$ cat config.mk
export PLATFORM = sky130hd
export DESIGN_NAME = tapped_shift_reg
export DESIGN_NICKNAME = d
export VERILOG_FILES = /design/src/rtl/tapped_shift_reg.sv
export SDC_FILE = /design/constraint.sdc
export NUM_CORES = 1
export LEC_CHECK = 0
export ABC_AREA = 0
export BUFFER_PORTS_ARGS = -buffer_cell sky130_fd_sc_hd__buf_2
export CAP_MARGIN = 20
export CORE_MARGIN = 2
export CORE_UTILIZATION = 51
export DETAILED_ROUTE_END_ITERATION = 10
export HOLD_SLACK_MARGIN = 0.08
export PLACE_DENSITY = 0.75
export SYNTH_ARGS = -nofsm -noshare
export SYNTH_HDL_FRONTEND = slang
export SYNTH_SLANG_ARGS = --single-unit
$ cat constraint.sdc
create_clock -name CLK -period 1.2 [get_ports CLK]
set_input_delay 0.12 -clock CLK [delete_from_list [all_inputs] [get_ports CLK]]
set_output_delay 0.12 -clock CLK [all_outputs]
set_load 0.01 [all_outputs]
$ cat src/rtl/tapped_shift_reg.sv
// tapped_shift_reg: DEPTH-stage, WIDTH-bit tapped delay line with clock enable,
// synchronous clear, saturating fill counter and a run-time selectable tap whose
// validity reflects whether that stage has been written since the last reset/clear.
// Build option: define TAPPED_SHIFT_REG_OUT_REG_EN to register selected_out and
// tap_valid (one cycle of tap_sel latency, sampled on every edge regardless of CE).
module tapped_shift_reg #(
    parameter  int WIDTH = 4,
    parameter  int DEPTH = 8,
    localparam int SEL_W = $clog2(DEPTH),
    localparam int CNT_W = $clog2(DEPTH + 1)
) (
    input  logic             CLK,
    input  logic             RST,
    input  logic             CE,
    input  logic             CLR,
    input  logic [WIDTH-1:0] Din,
    input  logic [SEL_W-1:0] tap_sel,
    output logic [WIDTH-1:0] Dout,
    output logic [WIDTH-1:0] selected_out,
    output logic             tap_valid,
    output logic [CNT_W-1:0] fill_cnt,
    output logic             full
);

    logic [WIDTH-1:0] stage_p0 [DEPTH];
    logic [CNT_W-1:0] cnt_p0;
    logic [WIDTH-1:0] tap_data;
    logic             tap_vld;

    // Delay line: clear dominates enable; on enable every stage takes its predecessor.
    always_ff @(posedge CLK or negedge RST) begin
        if (!RST) begin
            for (int i = 0; i < DEPTH; i++) stage_p0[i] <= '0;
        end else if (CLR) begin
            for (int i = 0; i < DEPTH; i++) stage_p0[i] <= '0;
        end else if (CE) begin
            stage_p0[0] <= Din;
            for (int i = 1; i < DEPTH; i++) stage_p0[i] <= stage_p0[i-1];
        end
    end

    // Fill counter: counts shifts since reset/clear, saturating once every stage is written.
    always_ff @(posedge CLK or negedge RST) begin
        if (!RST) begin
            cnt_p0 <= '0;
        end else if (CLR) begin
            cnt_p0 <= '0;
        end else if (CE && (cnt_p0 != CNT_W'(DEPTH))) begin
            cnt_p0 <= cnt_p0 + 1'b1;
        end
    end

    // Tap mux: an index with no matching stage (non power-of-two DEPTH) reads as 0;
    // such an index is never below fill count, so it is also reported invalid.
    always_comb begin
        tap_data = '0;
        for (int i = 0; i < DEPTH; i++) begin
            if (SEL_W'(i) == tap_sel) tap_data = stage_p0[i];
        end
        tap_vld = (CNT_W'(tap_sel) < cnt_p0);
    end

`ifdef TAPPED_SHIFT_REG_OUT_REG_EN
    logic [WIDTH-1:0] tap_data_p1;
    logic             vld_p1;

    // Registered tap: samples pre-shift stage contents every edge; cleared with the line.
    always_ff @(posedge CLK or negedge RST) begin
        if (!RST) begin
            tap_data_p1 <= '0;
            vld_p1      <= 1'b0;
        end else if (CLR) begin
            tap_data_p1 <= '0;
            vld_p1      <= 1'b0;
        end else begin
            tap_data_p1 <= tap_data;
            vld_p1      <= tap_vld;
        end
    end

    assign selected_out = tap_data_p1;
    assign tap_valid    = vld_p1;
`else
    assign selected_out = tap_data;
    assign tap_valid    = tap_vld;
`endif

    assign Dout     = stage_p0[DEPTH-1];
    assign fill_cnt = cnt_p0;
    assign full     = (cnt_p0 == CNT_W'(DEPTH));

endmodule

# ---- Word-level counts from Yosys, hierarchy flattened
# Index checks and enable logic that the tools add are counted.
dict set report word_totals {
  n_memories 0
  latchBits 0
  register_bits 36
  out_inout_bits 14
  input_bits 11
  romBits 0
  mem_bits_rw 0
  elab_cells 36
}
dict set report op_classes {
  n_reduce_logical 4
  n_eq_ne 9
  bitwise_logic 0
  n_mux 12
  mul 0
  order_cmp 1
  n_div 0
  add_sub_neg 1
  shifts 0
}
# operator n
set ops {}
lappend ops {{32-bit two-way mux} 2}
lappend ops {{4-bit two-way mux} 10}
lappend ops {{3-bit equality test, first input constant} 4}
lappend ops {{2-bit by 3-bit equality test with 1-bit output, first input constant} 2}
lappend ops {{4-bit by 1-bit adder with 4-bit output, second input constant} 1}
lappend ops {{4-bit equality test, second input constant} 1}
lappend ops {{3-bit by 4-bit less-than comparator with 1-bit output} 1}
lappend ops {{4-bit != test, second input constant} 1}
lappend ops {{2-bit nonzero test} 2}
lappend ops {{1-bit by 3-bit equality test with 1-bit output, first input constant} 1}
lappend ops {{3-bit zero test} 1}
lappend ops {{1-bit logical AND} 1}

# ---- Longest topological paths before layout
# Gate-level depths: netlist of run 1.
dict set report depth {
  word_depth 9
  depth_mapped 6
  mapped_depth_nobuf 6
}

# ---- Least setup slack after synthesis of run 1
# OpenSTA, ideal clock, no wires.
dict set report synth_path {
  path_type {register to register}
  startpoint {reg cnt_p0[0], in the netlist fill_cnt[0]}
  endpoint {reg cnt_p0[1], in the netlist fill_cnt[1]}
  n_path_buf 0
  path_slack_ns -0.114
  setup_ns 0.132
  t_arrival_ns 1.182
  stages_incl_launch_ff 7
  t_required_ns 1.068
  period_less_slack_ns 1.314
  path_cell_list {dfrtp_1 inv_1 ha_1 nand2_1 o21ai_1 mux2i_1 nor2_1}
}
dict set report synth_between {
  elab_chain_len 3
  word_cells_on_any_way 6
  cone_classes {add/sub: 1; eq/ne: 1; mux: 2; reduce/logical: 2}
}
# item line_no
set synth_lines {}
lappend synth_lines {{from (decl)} 26} ;# logic [CNT_W-1:0] cnt_p0;
lappend synth_lines {{from (signal assigned)} 49} ;# cnt_p0 <= cnt_p0 + 1'b1;
lappend synth_lines {{4-bit by 1-bit adder with 4-bit output / 4-bit != test (equally long branches)} {49, 48}}
lappend synth_lines {{4-bit two-way mux / 1-bit logical AND (equally long branches)} 48} ;# end else if (CE && (cnt_p0 != CNT_W'(DEPTH))) begin
lappend synth_lines {{4-bit two-way mux / 2-bit nonzero test (equally long branches)} -}
# Parallel ways exist; a longest one is shown, timed or not. The select of a mux whose other input is x is not followed.
# A chain may end at the register's enable or synchronous reset.

# ---- Final worst setup path of run 1
dict set report layout_path {
  startpoint {reg cnt_p0[1], in the netlist fill_cnt[1]}
  endpoint {out tap_valid}
}
dict set report layout_between {
  elab_chain_len 1
}
# item line_no
set layout_lines {}
lappend layout_lines {{3-bit by 4-bit less-than comparator with 1-bit output} 60} ;# tap_vld = (CNT_W'(tap_sel) < cnt_p0);
lappend layout_lines {{to (decl)} 20} ;# output logic tap_valid,
# Every way passes these cells.

==> results.env, run 1 <==
INITIALDRTVIOLATIONCOUNT=48
POSTSYNTHREGISTERBITS=36
HOLD_PATH.STARTPOINT='Din[1]'
CLKSINKCOUNT=36
DESIGN.DIE.AREA_UM2=4299
HOLD_PATH_CLASS='primary input to register'
FINAL.MIN_CLOCK_PERIOD_PS=1612
CTS_TREE='yes'
SYNTH.AREA.MUX_SHARE=0.2252
CTSROOTBUFFERMASTER='sky130_fd_sc_hd__clkbuf_8'
VDD_IR_DROP_MAX_uV=843.9
FINAL_MIN_PERIOD_OVER_CLOCK_PERIOD=1.343
MAX_SLEW_MARGIN=0.7598
WORSTSETUPSTARTPOINT='fill_cnt[1]'
GRT_FIRST_PASS_WIRELENGTH_MM=6.906
FINALWEIGHTEDCONGESTION=0.8912
FRACTION_OF_THE_MAPPED_NETLIST_AREA_IN_SIMPLE_LOGIC_GATES=0.1379
DIODES=0
INITIAL_CORE_UTILIZATION=0.5280
FAILING_CHECKS='negative setup slack'
CP_DATA_ARRIVAL_TIME_PS=1490
DRT-PASS1-ITER-COUNT=4
SYNTH_AREA_IN_XOR_XNOR=0.009061
CORE_AREA_UM2=3661
PWR_DENSITY_CELL_nW_PER_UM2=1032
DIE_H_UM=65.57
YOSYSSEQAREASHARE=0.4660
AREA_SHARE_OF_THE_LARGEST_CELL_TYPE_AFTER_SYNTHESIS=0.4660
STATUS='finished with violations'
CLOCK_INSERTION_DELAY_WORST_SKEW_PS=290
CP_CELL_SEQUENCE='inv_2 -> ha_4 -> a21o_1 -> a21oi_2 -> or2_1 -> buf_2'
CPPEAKSTAGEDELAY_PS=370
STANDARD_CELL_WITH_THE_MAXIMUM_STAGE_DELAY_ON_THE_CRITICAL_PATH='sky130_fd_sc_hd__dfrtp_1'
WORST_R2R_STARTPOINT='fill_cnt[1]'
DRT-VIAS-PER-INSTANCE=5.235
ROUTED_WIRELENGTH_MM=4.195
CLK_PIN_SLEW_WORST_PATHS_PS=70
WORST-SLEW-PIN-TRANSITION_PS=360.3
CTSHTREEMAXLEVEL=2
POST_ROUTE_CELLS_DRIVE_ABOVE_1_SHARE=0.3176
FINAL-SETUP-VIOL-COUNT=9
DRC=0
PIN_COUNT=25
FMAX_GHz=0.6204
HOLD_VIO_CNT_FINAL=0
GRT_ANTENNA_BEFORE_REPAIR=0
AREA_GROWTH_PCT=26.67
UNREPAIRED_SETUP_ENDPOINTS_AFTER_GLOBAL_ROUTING='yes'
AVGROUTEDWIREPERCELL_UM=14.93
WORST_PATH_DOMINANT_CELL_FAMILY='flip-flops'
WORST_SETUP_PATH_END_KIND='output port'
SYNTH_TOP_FAMILY_BY_AREA='multiplexers'
SLEW_VIOL_FINAL=0
WORST-PATH-BUF-INV=2
SYN_INST=185
MAXIMUM_NUMBER_OF_PINS_ON_ONE_NET_BEFORE_GLOBAL_ROUTE_REPAIR=33
SETUP_WS_PS=-412.0
CRITICAL_PATH_CLASS='register to output port'
ROWS=22
SYNTH-COMPOUND-AREA-SHARE=0.07379
FIN_SETUP_TNS_PS=-2386
CTS-ROOT-TO-SINK-BUFFERS=2
YOSYS_WARNINGS=0
DESIGN.FINAL.NETS=247
SYNTH_CELL_TYPES=28
MAPPEDNETLISTAREA_UM2=1933
PLACEMENT.IO_BUFFERS=24
CELL_TAKING_THE_MOST_AREA_AFTER_SYNTHESIS='sky130_fd_sc_hd__dfrtp_1'
MAXCAPVIOLATIONS=0
SYNTH_FP_NETS=200
GRT_OVERFLOW=0
DP_HPWL_MM=2.845
POST_SYNTHESIS_ADDER_CELL_AREA_FRACTION=0.02589
FIRST_GLOBAL_VIAS=1554
CRIT_REQUIRED_PS=1080
POST-ROUTE-UTIL=0.6688
DIE_W_UM=65.57
CP-START-KIND='register'
PATH_MAX_FANOUT=2
ROUTED-VIA-COUNT=1471
SYN_AREA_PER_CELL_UM2=10.45
POST_SYNTH_MAIN_AREA_CONTRIBUTORS='sky130_fd_sc_hd__dfrtp_1, sky130_fd_sc_hd__mux2i_1, sky130_fd_sc_hd__nor2_1'
ANT_NETS=0
POWER.LEAKAGE_nW=1.282
SKEW_PS=2.123
CTS_INSERTED_BUFFERS=5
GRT_UTIL_ALL_LAYERS=0.2134
-- report_power, final --
part           leakage, nW  switching, mW  internal [mW]
Combinational        0.740          0.206          0.192
Sequential           0.496         0.0164           1.24
Clock               0.0455          0.407          0.468
Total                 1.28          0.629           1.90
-- sequential cells by signal, summed over array words and instances (netlist names) --
register and count:
Dout 4, stage_p0 28, fill_cnt 4
-- cells by family after synthesis --
kind of cell | Yosys count
AND/OR/NAND/NOR | 57
XOR/XNOR | 2
AO/OA/AOI/OAI | 23
buffers and inverters | 20
adder cells (fa/ha/maj) | 4
multiplexers | 43
flip-flops | 36
-- through the flow --
step           hold slack (ps)  power (mW)  cell area (µm²)  cells  setup slack [ps]
2_1_floorplan           -175.6       1.475             1941    185            -79.55
3_3_place_gp             44.50       1.609             2222    263            -56.34
3_5_place_dp             47.35       1.629             2222    263            -90.82
4_1_cts                  86.53       2.537             2407    278            -395.2
5_1_grt                  110.0       2.632             2449    281            -443.0
6_report                 85.86       2.526             2449    281            -412.0
-- worst paths after layout --
| kind | end | slack, ps | cells after the start |
|---|---|---|---|
| worst max-delay path | tap_valid | -410 | 6 |
| worst min-delay path | stage_p0[29] | 90 | 3 |
| worst max register to register | fill_cnt[1] | -250 | 8 |
| worst min register to register | Dout[0] | 550 | 2 |
| max in group asynchronous | fill_cnt[0] | 490 | 3 |
| min in group asynchronous | stage_p0[5] | 270 | 2 |
-- metal layers --
layer,vias to the layer above,GRT usage,wire length (µm)
met4,0,0.08594,75
met1,726,0.2470,1841
li1,717,-,-
met2,19,0.3776,2152
met5,-,0,0
met3,9,0.05137,127
-- synthesized netlist by cell type --
master and instances:
sky130_fd_sc_hd__a21o_1 1, sky130_fd_sc_hd__a21oi_1 5, sky130_fd_sc_hd__and2b_1 2, sky130_fd_sc_hd__and3b_1 3, sky130_fd_sc_hd__buf_2 3, sky130_fd_sc_hd__buf_4 9, sky130_fd_sc_hd__buf_6 1, sky130_fd_sc_hd__clkbuf_1 4
sky130_fd_sc_hd__dfrtp_1 36, sky130_fd_sc_hd__ha_1 4, sky130_fd_sc_hd__inv_1 3, sky130_fd_sc_hd__mux2_4 1, sky130_fd_sc_hd__mux2i_1 42, sky130_fd_sc_hd__nand2_1 4, sky130_fd_sc_hd__nand2b_1 2, sky130_fd_sc_hd__nand3b_1 1
sky130_fd_sc_hd__nand4_1 1, sky130_fd_sc_hd__nor2_1 37, sky130_fd_sc_hd__nor2b_1 5, sky130_fd_sc_hd__nor3b_1 1, sky130_fd_sc_hd__o211ai_1 4, sky130_fd_sc_hd__o21ai_0 3, sky130_fd_sc_hd__o21ai_1 6, sky130_fd_sc_hd__o2bb2ai_1 3
sky130_fd_sc_hd__o311ai_1 1, sky130_fd_sc_hd__or2_1 1, sky130_fd_sc_hd__xnor2_1 1, sky130_fd_sc_hd__xor2_1 1
-- final cells by class --
type | count | area [µm²]
fill | 284 | 1212
multi-input combinational | 129 | 977.2
sequential | 36 | 902.1
timing repair buffer | 57 | 407.9
clock buffer | 8 | 90.09
tap | 48 | 60.06
inverter | 3 | 11.26
-- what timing repair did --
item,in CTS,in global routing
buffers inserted,6,3
endpoints found under the setup margin,8,9
gates cloned,0,0
gates resized for setup,6,4
endpoints found under the hold margin,36,0
hold buffers,1,0
pin swaps,7,10
-- layout by cell type (no fill, tap or decap), types with 2 or more instances in the layout --
master and instances:
sky130_fd_sc_hd__nand2_1 3, sky130_fd_sc_hd__buf_12 3, sky130_fd_sc_hd__nand2b_1 2, sky130_fd_sc_hd__clkbuf_1 2, sky130_fd_sc_hd__and3b_1 3, sky130_fd_sc_hd__o211ai_1 4, sky130_fd_sc_hd__o21ai_1 5, sky130_fd_sc_hd__o21ai_0 3
sky130_fd_sc_hd__o2bb2ai_1 3, sky130_fd_sc_hd__ha_4 2, sky130_fd_sc_hd__and2b_1 2, sky130_fd_sc_hd__inv_2 2, sky130_fd_sc_hd__buf_2 24, sky130_fd_sc_hd__nor2_1 37, sky130_fd_sc_hd__nor2b_1 4, sky130_fd_sc_hd__a21oi_1 4
sky130_fd_sc_hd__mux2i_1 42, sky130_fd_sc_hd__ha_1 2, sky130_fd_sc_hd__dfrtp_1 35, sky130_fd_sc_hd__clkbuf_8 6, sky130_fd_sc_hd__buf_4 29
-- worst min-delay path: cells and delay by family --
family | cells | cell delay (ps)
buffers and inverters | 1 | 80
AND/OR/NAND/NOR | 1 | 80
multiplexers | 1 | 60
Power figures use the tool's default switching activity.
==> run 2, diff against run 1 <==
- SETUP_SLACK_MARGIN: not set -> 0.5
==> run 2 against run 1 <==
  * The run ends with negative hold slack, negative setup slack left
  * Maximum frequency is 0.22% lower
  * Global-route usage is 1.6 points higher
  * Count of clock-buffer cells in the layout is 2 lower
==> results.env, run 2 (same netlist as run 1, synthesis figures left out) <==
STATUS='finished with violations'
FAILING_CHECKS='negative hold slack, negative setup slack'
CPPEAKSTAGEDELAY_PS=360  # about the same
FINAL-SETUP-VIOL-COUNT=9  # unchanged
FMAX_GHz=0.6190  # -0.22%
PLACEMENT.IO_BUFFERS=24  # unchanged
LAYOUT_COMMON_CELLS='sky130_fd_sc_hd__mux2i_1, sky130_fd_sc_hd__nor2_1, sky130_fd_sc_hd__dfrtp_1'
STANDARD_CELL_WITH_THE_MAXIMUM_STAGE_DELAY_ON_THE_CRITICAL_PATH='sky130_fd_sc_hd__dfrtp_1'
ROWS=22  # unchanged
DESIGN_AREA_UM2=2661  # +8.7%
PIN_COUNT=25  # unchanged
UNREPAIRED_SETUP_ENDPOINTS_AFTER_GLOBAL_ROUTING='yes'
NFILLCELLS=249  # -12%
INITIALDRTVIOLATIONCOUNT=63  # +31%
GRT_ANTENNA_BEFORE_REPAIR=0  # unchanged
GRT_FIRST_PASS_WIRELENGTH_MM=7.293  # +5.6%
DESIGN.FINAL.NETS=252  # +2.0%
AVGROUTEDWIREPERCELL_UM=15.49  # +3.7%
MAXIMUM_NUMBER_OF_PINS_ON_ONE_NET_BEFORE_GLOBAL_ROUTE_REPAIR=37  # +12%
PATH_MAX_FANOUT=2  # unchanged
POST-ROUTE-UTIL=0.7269  # +0.05810
CP_CELL_SEQUENCE='inv_2 -> ha_4 -> a21o_1 -> a21oi_2 -> or2_1 -> buf_2'
HOLD_PATH_CLASS='primary input to async pin'
PLACE.DETAILED.INSTANCES=261  # -0.76%
AREA_OF_THE_MULTI_INPUT_GATES_UM2=1044  # +6.8%
MAX_SLEW_MARGIN=0.7380  # -0.02177
DRT-PASS1-ITER-COUNT=5  # +1
SLEW_VIOL_FINAL=0  # unchanged
MAXCAPVIOLATIONS=0  # unchanged
POWER.LEAKAGE_nW=1.344  # +4.9%
CORE_AREA_UM2=3661  # unchanged
WORST-SLEW-PIN-TRANSITION_PS=392.9  # +32.66 ps
FINALWEIGHTEDCONGESTION=0.7996  # -10%
DESIGN.DIE.AREA_UM2=4299  # unchanged
POST_DP_CELL_AREA_UM2=2230  # +0.34%
DIE_H_UM=65.57  # unchanged
GRT_UTIL_ALL_LAYERS=0.2290  # +0.01554
CLKSINKCOUNT=36  # unchanged
DP_HPWL_MM=2.711  # -4.7%
FINAL_COMMON_CELL='sky130_fd_sc_hd__mux2i_1'
FIN_HOLD_WS_PS=-254.3  # -340.2 ps
DIODES=0  # unchanged
ROUTED_WIRELENGTH_MM=4.429  # +5.6%
SETUP_WS_PS=-415.5  # -3.508 ps
CRITICAL_PATH_CLASS='register to output port'
LARGEST_REGISTER_FF_COUNT=28  # unchanged
CTS-ROOT-TO-SINK-BUFFERS=2  # unchanged
FINAL.MIN_CLOCK_PERIOD_PS=1615  # +3.508 ps
INITIAL_CORE_UTILIZATION=0.5280  # unchanged
CLOCK_INSERTION_DELAY_WORST_SKEW_PS=290  # about the same
POST_ROUTE_CELLS_DRIVE_ABOVE_1_SHARE=0.3824  # +0.06476
MAX_FLOP_REGISTER='stage_p0'
SKEW_PS=5.841  # +3.718 ps
ROUTED-VIA-COUNT=1508  # +2.5%
ANT_NETS=0  # unchanged
DIE_W_UM=65.57  # unchanged
PWR_DENSITY_CELL_nW_PER_UM2=974.7  # -5.5%
CLK_PIN_SLEW_WORST_PATHS_PS=70  # about the same
CTSROOTBUFFERMASTER='sky130_fd_sc_hd__clkbuf_8'
AREA_GROWTH_PCT=37.67
CRIT_REQUIRED_PS=1080  # about the same
CTS_INSERTED_BUFFERS=5  # unchanged
CTSHTREEMAXLEVEL=2  # unchanged
HOLD_VIO_CNT_FINAL=15  # +15
VDD_IR_DROP_MAX_uV=771.1  # -8.6%
DRT-VIAS-PER-INSTANCE=5.273  # +0.72%
CTS_TREE='yes'
SEQUENTIAL_CELL_AREA_UM2=903.4  # +0.14%
FIRST_GLOBAL_VIAS=1525  # -1.9%
CP-START-KIND='register'
LAYOUT.CELLS.NON_FILLER=286  # +1.8%
WORST_SETUP_PATH_END_KIND='output port'
FINAL_MIN_PERIOD_OVER_CLOCK_PERIOD=1.346  # +0.002923
CP_DATA_ARRIVAL_TIME_PS=1500  # about the same
DRC=0  # unchanged
GRT_OVERFLOW=0  # unchanged
-- run 2: layout make-up --
| class | instances | area share |
|---|---|---|
| Multi-Input combinational cell | 129 | 0.3921 |
| Sequential cell | 36 | 0.3394 |
| Timing Repair Buffer | 62 | 0.2069 |
| Clock buffer | 6 | 0.03103 |
| Tap cell | 48 | 0.02257 |
| Inverter | 3 | 0.004231 |
| Clock inverter | 2 | 0.003761 |
-- run 2: per-stage QoR --
step | setup slack (ps) | TNS, ps | power (mW)
2_1_floorplan | -79.55 | -155.3 | 1.499
3_3_place_gp | -49.74 | -120.9 | 1.610
3_5_place_dp | -92.72 | -262.9 | 1.623
4_1_cts | -376.1 | -1984 | 2.566
5_1_grt | -483.2 | -2780 | 2.716
6_report | -415.5 | -2291 | 2.594
-- run 2: per-layer routing --
layer  global-route usage  vias up  routed length [µm]  share of wire
met1               0.2921      736                1885           0.43
met2               0.3661       33                2271           0.51
met4              0.09896        0                 106          0.024
met5                    0        -                   0              0
li1                     -      730                   -              -
met3              0.06164        9                 166          0.037
-- run 2: timing repair --
| action | CTS | global route |
|---|---|---|
| setup buffers | 10 | 7 |
| hold endpoints to repair | 36 | 15 |
| resized for setup | 30 | 14 |
| setup endpoints to repair | 47 | 50 |
| pin swaps | 12 | 13 |
-- run 2: report_power, final --
group	total, mW	leakage, nW	switching, mW	internal (mW)
logic	0.461	0.799	0.229	0.231
clock network	0.878	0.0510	0.421	0.458
registers	1.25	0.494	0.0184	1.24
-- run 2: final timing paths --
path	start	endpoint	slack [ps]	cells past startpoint
worst max register to register	fill_cnt[1]	fill_cnt[1]	-200	7
worst min-delay path	RST	stage_p0[11]	-250	1
min in group CLK	Din[0]	stage_p0[28]	80	3
worst max-delay path	fill_cnt[1]	tap_valid	-420	6
worst min register to register	stage_p0[9]	stage_p0[9]	550	2
max in group asynchronous	RST	stage_p0[10]	1010	2
-- run 2: worst max-delay path: cells and delay by family, from the launching register on --
| kind | cells | cell delay, ps |
|---|---|---|
| buffers and inverters | 2 | 200 |
| AO/OA/AOI/OAI | 2 | 180 |
| adder cells (fa/ha/maj) | 1 | 250 |
| AND/OR/NAND/NOR | 1 | 210 |
| flip-flops | 1 | 360 |
==> run 3, diff against run 2 <==
- CAP_MARGIN: 20 -> 0
- CORE_UTILIZATION: 51 -> 40
- PLACE_DENSITY: 0.75 -> not set
- TNS_END_PERCENT: not set -> 30
==> run 3 against run 2 <==
  * The run still ends with negative hold slack, negative setup slack left
  * Wire length shrank 4.0%
  * Global-route usage shrank 5.8 points
  * Core utilization shrank 17 points
  * Clock power grew 5.6%
  * First-iteration DRC count shrank 24%
  * Register-to-register slack lost 100 ps
==> results.env, run 3 (same netlist as run 1, synthesis figures left out) <==
RELATIVE_CONTRIBUTION_OF_THE_CLOCK_NETWORK_TO_TOTAL_POWER=0.351  # +0.012
FINAL-SETUP-VIOL-COUNT=11  # +2
DESIGN.DIE.AREA_UM2=5405  # +26%
GRT_UTIL_ALL_LAYERS=0.1708  # -0.05813
REG2REGPATHDEPTH=9  # +2
CORE_AREA_UM2=4692  # +28%
CLOCK_INSERTION_DELAY_WORST_SKEW_PS=290  # about the same
CTSHTREEMAXLEVEL=2  # unchanged
P_SWITCHING_mW=0.6531  # -2.3%
FIN_HOLD_WS_PS=-235.1  # +19.20 ps
STATUS='finished with violations'
MAXCAPVIOLATIONS=0  # unchanged
AREA_OF_THE_MULTI_INPUT_GATES_UM2=999.7  # -4.2%
MAX_FLOP_REGISTER='stage_p0'
ROWS=25  # +14%
UNREPAIRED_SETUP_ENDPOINTS_AFTER_GLOBAL_ROUTING='yes'
PWR_DENSITY_CELL_nW_PER_UM2=1002  # +2.8%
DIE_W_UM=73.52  # +12%
FINAL_COMMON_CELL='sky130_fd_sc_hd__mux2i_1'
REG_POWER_FRAC=0.475  # -0.009
DIODES=0  # unchanged
DP_HPWL_MM=2.833  # +4.5%
DRC=0  # unchanged
SETUP_WS_PS=-456.0  # -40.56 ps
PLACEMENT.IO_BUFFERS=24  # unchanged
DRT-PASS1-ITER-COUNT=4  # -1
DESIGN.FINAL.NETS=254  # +0.79%
FAILING_CHECKS='negative hold slack, negative setup slack'
CRIT_REQUIRED_PS=1080  # about the same
COMBINATIONALPOWERSHARE=0.174  # -0.004
MAXIMUM_NUMBER_OF_PINS_ON_ONE_NET_BEFORE_GLOBAL_ROUTE_REPAIR=37  # unchanged
HOLD_VIO_CNT_FINAL=15  # unchanged
ROUTED_WIRELENGTH_MM=4.252  # -4.0%
SEQUENTIAL_CELL_AREA_UM2=903.4  # unchanged
INITIAL_CORE_UTILIZATION=0.4120  # -0.1160
LARGEST_REGISTER_FF_COUNT=28  # unchanged
CTS_INSERTED_BUFFERS=5  # unchanged
POWER.LEAKAGE_nW=1.335  # -0.69%
WORST_SETUP_PATH_END_KIND='output port'
MAX_SLEW_MARGIN=0.7100  # -0.02808
NFILLCELLS=386  # +55%
HOLD_PATH_CLASS='primary input to async pin'
GRT_FIRST_PASS_WIRELENGTH_MM=7.072  # -3.0%
DRT-VIAS-PER-INSTANCE=5.109  # -3.1%
CTSROOTBUFFERMASTER='sky130_fd_sc_hd__clkbuf_8'
LAYOUT_COMMON_CELLS='sky130_fd_sc_hd__mux2i_1, sky130_fd_sc_hd__nor2_1, sky130_fd_sc_hd__dfrtp_1'
AREA_GROWTH_PCT=36.25
FIRST_GLOBAL_VIAS=1512  # -0.85%
POST_DP_CELL_AREA_UM2=2315  # +3.8%
SW_FRAC_OF_TOTAL=0.2474  # -0.01025
FINALWEIGHTEDCONGESTION=0.7841  # -1.9%
ROUTED-VIA-COUNT=1497  # -0.73%
CLKSINKCOUNT=36  # unchanged
GRT_OVERFLOW=0  # unchanged
SLEW_VIOL_FINAL=0  # unchanged
CTS-ROOT-TO-SINK-BUFFERS=2  # unchanged
GRT_ANTENNA_BEFORE_REPAIR=0  # unchanged
INITIALDRTVIOLATIONCOUNT=48  # -24%
FINAL_MIN_PERIOD_OVER_CLOCK_PERIOD=1.380  # +0.03380
DESIGN_POWER_TOTAL_mW=2.639  # +1.8%
VDD_IR_DROP_MAX_uV=646.7  # -16%
CTS_TREE='yes'
FINAL.MIN_CLOCK_PERIOD_PS=1656  # +40.56 ps
CRITICAL_PATH_CLASS='register to output port'
FMAX_GHz=0.6039  # -2.4%
CP-START-KIND='register'
AVGROUTEDWIREPERCELL_UM=14.51  # -6.3%
ANT_NETS=0  # unchanged
DESIGN_AREA_UM2=2634  # -1.0%
POWER_REPORT.INTERNAL_TOTAL_mW=1.986  # +3.2%
CLK_PIN_SLEW_WORST_PATHS_PS=70  # about the same
WORST-SLEW-PIN-TRANSITION_PS=435.1  # +42.13 ps
POST_ROUTE_CELLS_DRIVE_ABOVE_1_SHARE=0.3682  # -0.01415
PIN_COUNT=25  # unchanged
CP_DATA_ARRIVAL_TIME_PS=1540  # +40 ps
SKEW_PS=2.212  # -3.629 ps
PATH_MAX_FANOUT=2  # unchanged
DIE_H_UM=73.52  # +12%
run 3: power groups by stage:
stage                     logic [mW]  registers (mW)  clock network, mW
after floorplan                0.210            1.28                  0
after global placement         0.371            1.27                  0
after detailed placement       0.381            1.27                  0
after CTS                      0.430            1.25              0.954
after global routing           0.496            1.26               1.01
final                          0.459            1.25              0.927
run 3: worst paths after layout:
check	start	endpoint	slack (ps)
max	fill_cnt[1]	tap_valid	-460
min	RST	stage_p0[27]	-240
max reg2reg	fill_cnt[1]	fill_cnt[1]	-300
min reg2reg	stage_p0[26]	stage_p0[26]	560
max in group asynchronous	RST	fill_cnt[0]	970
min in group CLK	Din[2]	stage_p0[30]	80
run 3: layout make-up:
| cell class | count | share of cell area |
|---|---|---|
| Clock buffer | 7 | 0.03658 |
| Inverter | 3 | 0.004276 |
| Multi-Input combinational cell | 129 | 0.3796 |
| Sequential cell | 36 | 0.3430 |
| Tap cell | 54 | 0.02565 |
| Timing Repair Buffer | 64 | 0.2109 |
run 3: timing repair:
action                     CTS  global route
pin swaps                   12            23
setup buffers                9             3
setup endpoints to repair   45            50
hold endpoints to repair    17            16
resized for setup           15            12
run 3: metal layers:
layer | global-route usage | vias up | part of all wire
met5 | 0 | - | 0
met4 | 0.07071 | 0 | 0.016
met3 | 0.03704 | 7 | 0.024
met2 | 0.2917 | 18 | 0.52
met1 | 0.2075 | 738 | 0.44
li1 | - | 734 | -
run 3: critical path, cell delays in order (launching register included):
cell,delay (ps)
sky130_fd_sc_hd__dfrtp_1,380
sky130_fd_sc_hd__inv_2,70
sky130_fd_sc_hd__ha_4,260
sky130_fd_sc_hd__a21o_1,120
sky130_fd_sc_hd__a21oi_1,70
sky130_fd_sc_hd__or2_1,220
sky130_fd_sc_hd__buf_2,140
run 3: metrics by stage:
step,worst slack (ps),setup TNS (ps),cells,util
2_1_floorplan,-79.55,-174.9,185,-
3_3_place_gp,-61.89,-214.2,274,0.4933
3_5_place_dp,-69.24,-285.7,274,0.4933
4_1_cts,-386.5,-2086,290,0.5445
5_1_grt,-519.7,-3401,293,0.5613
6_report,-456.0,-2797,293,0.5613
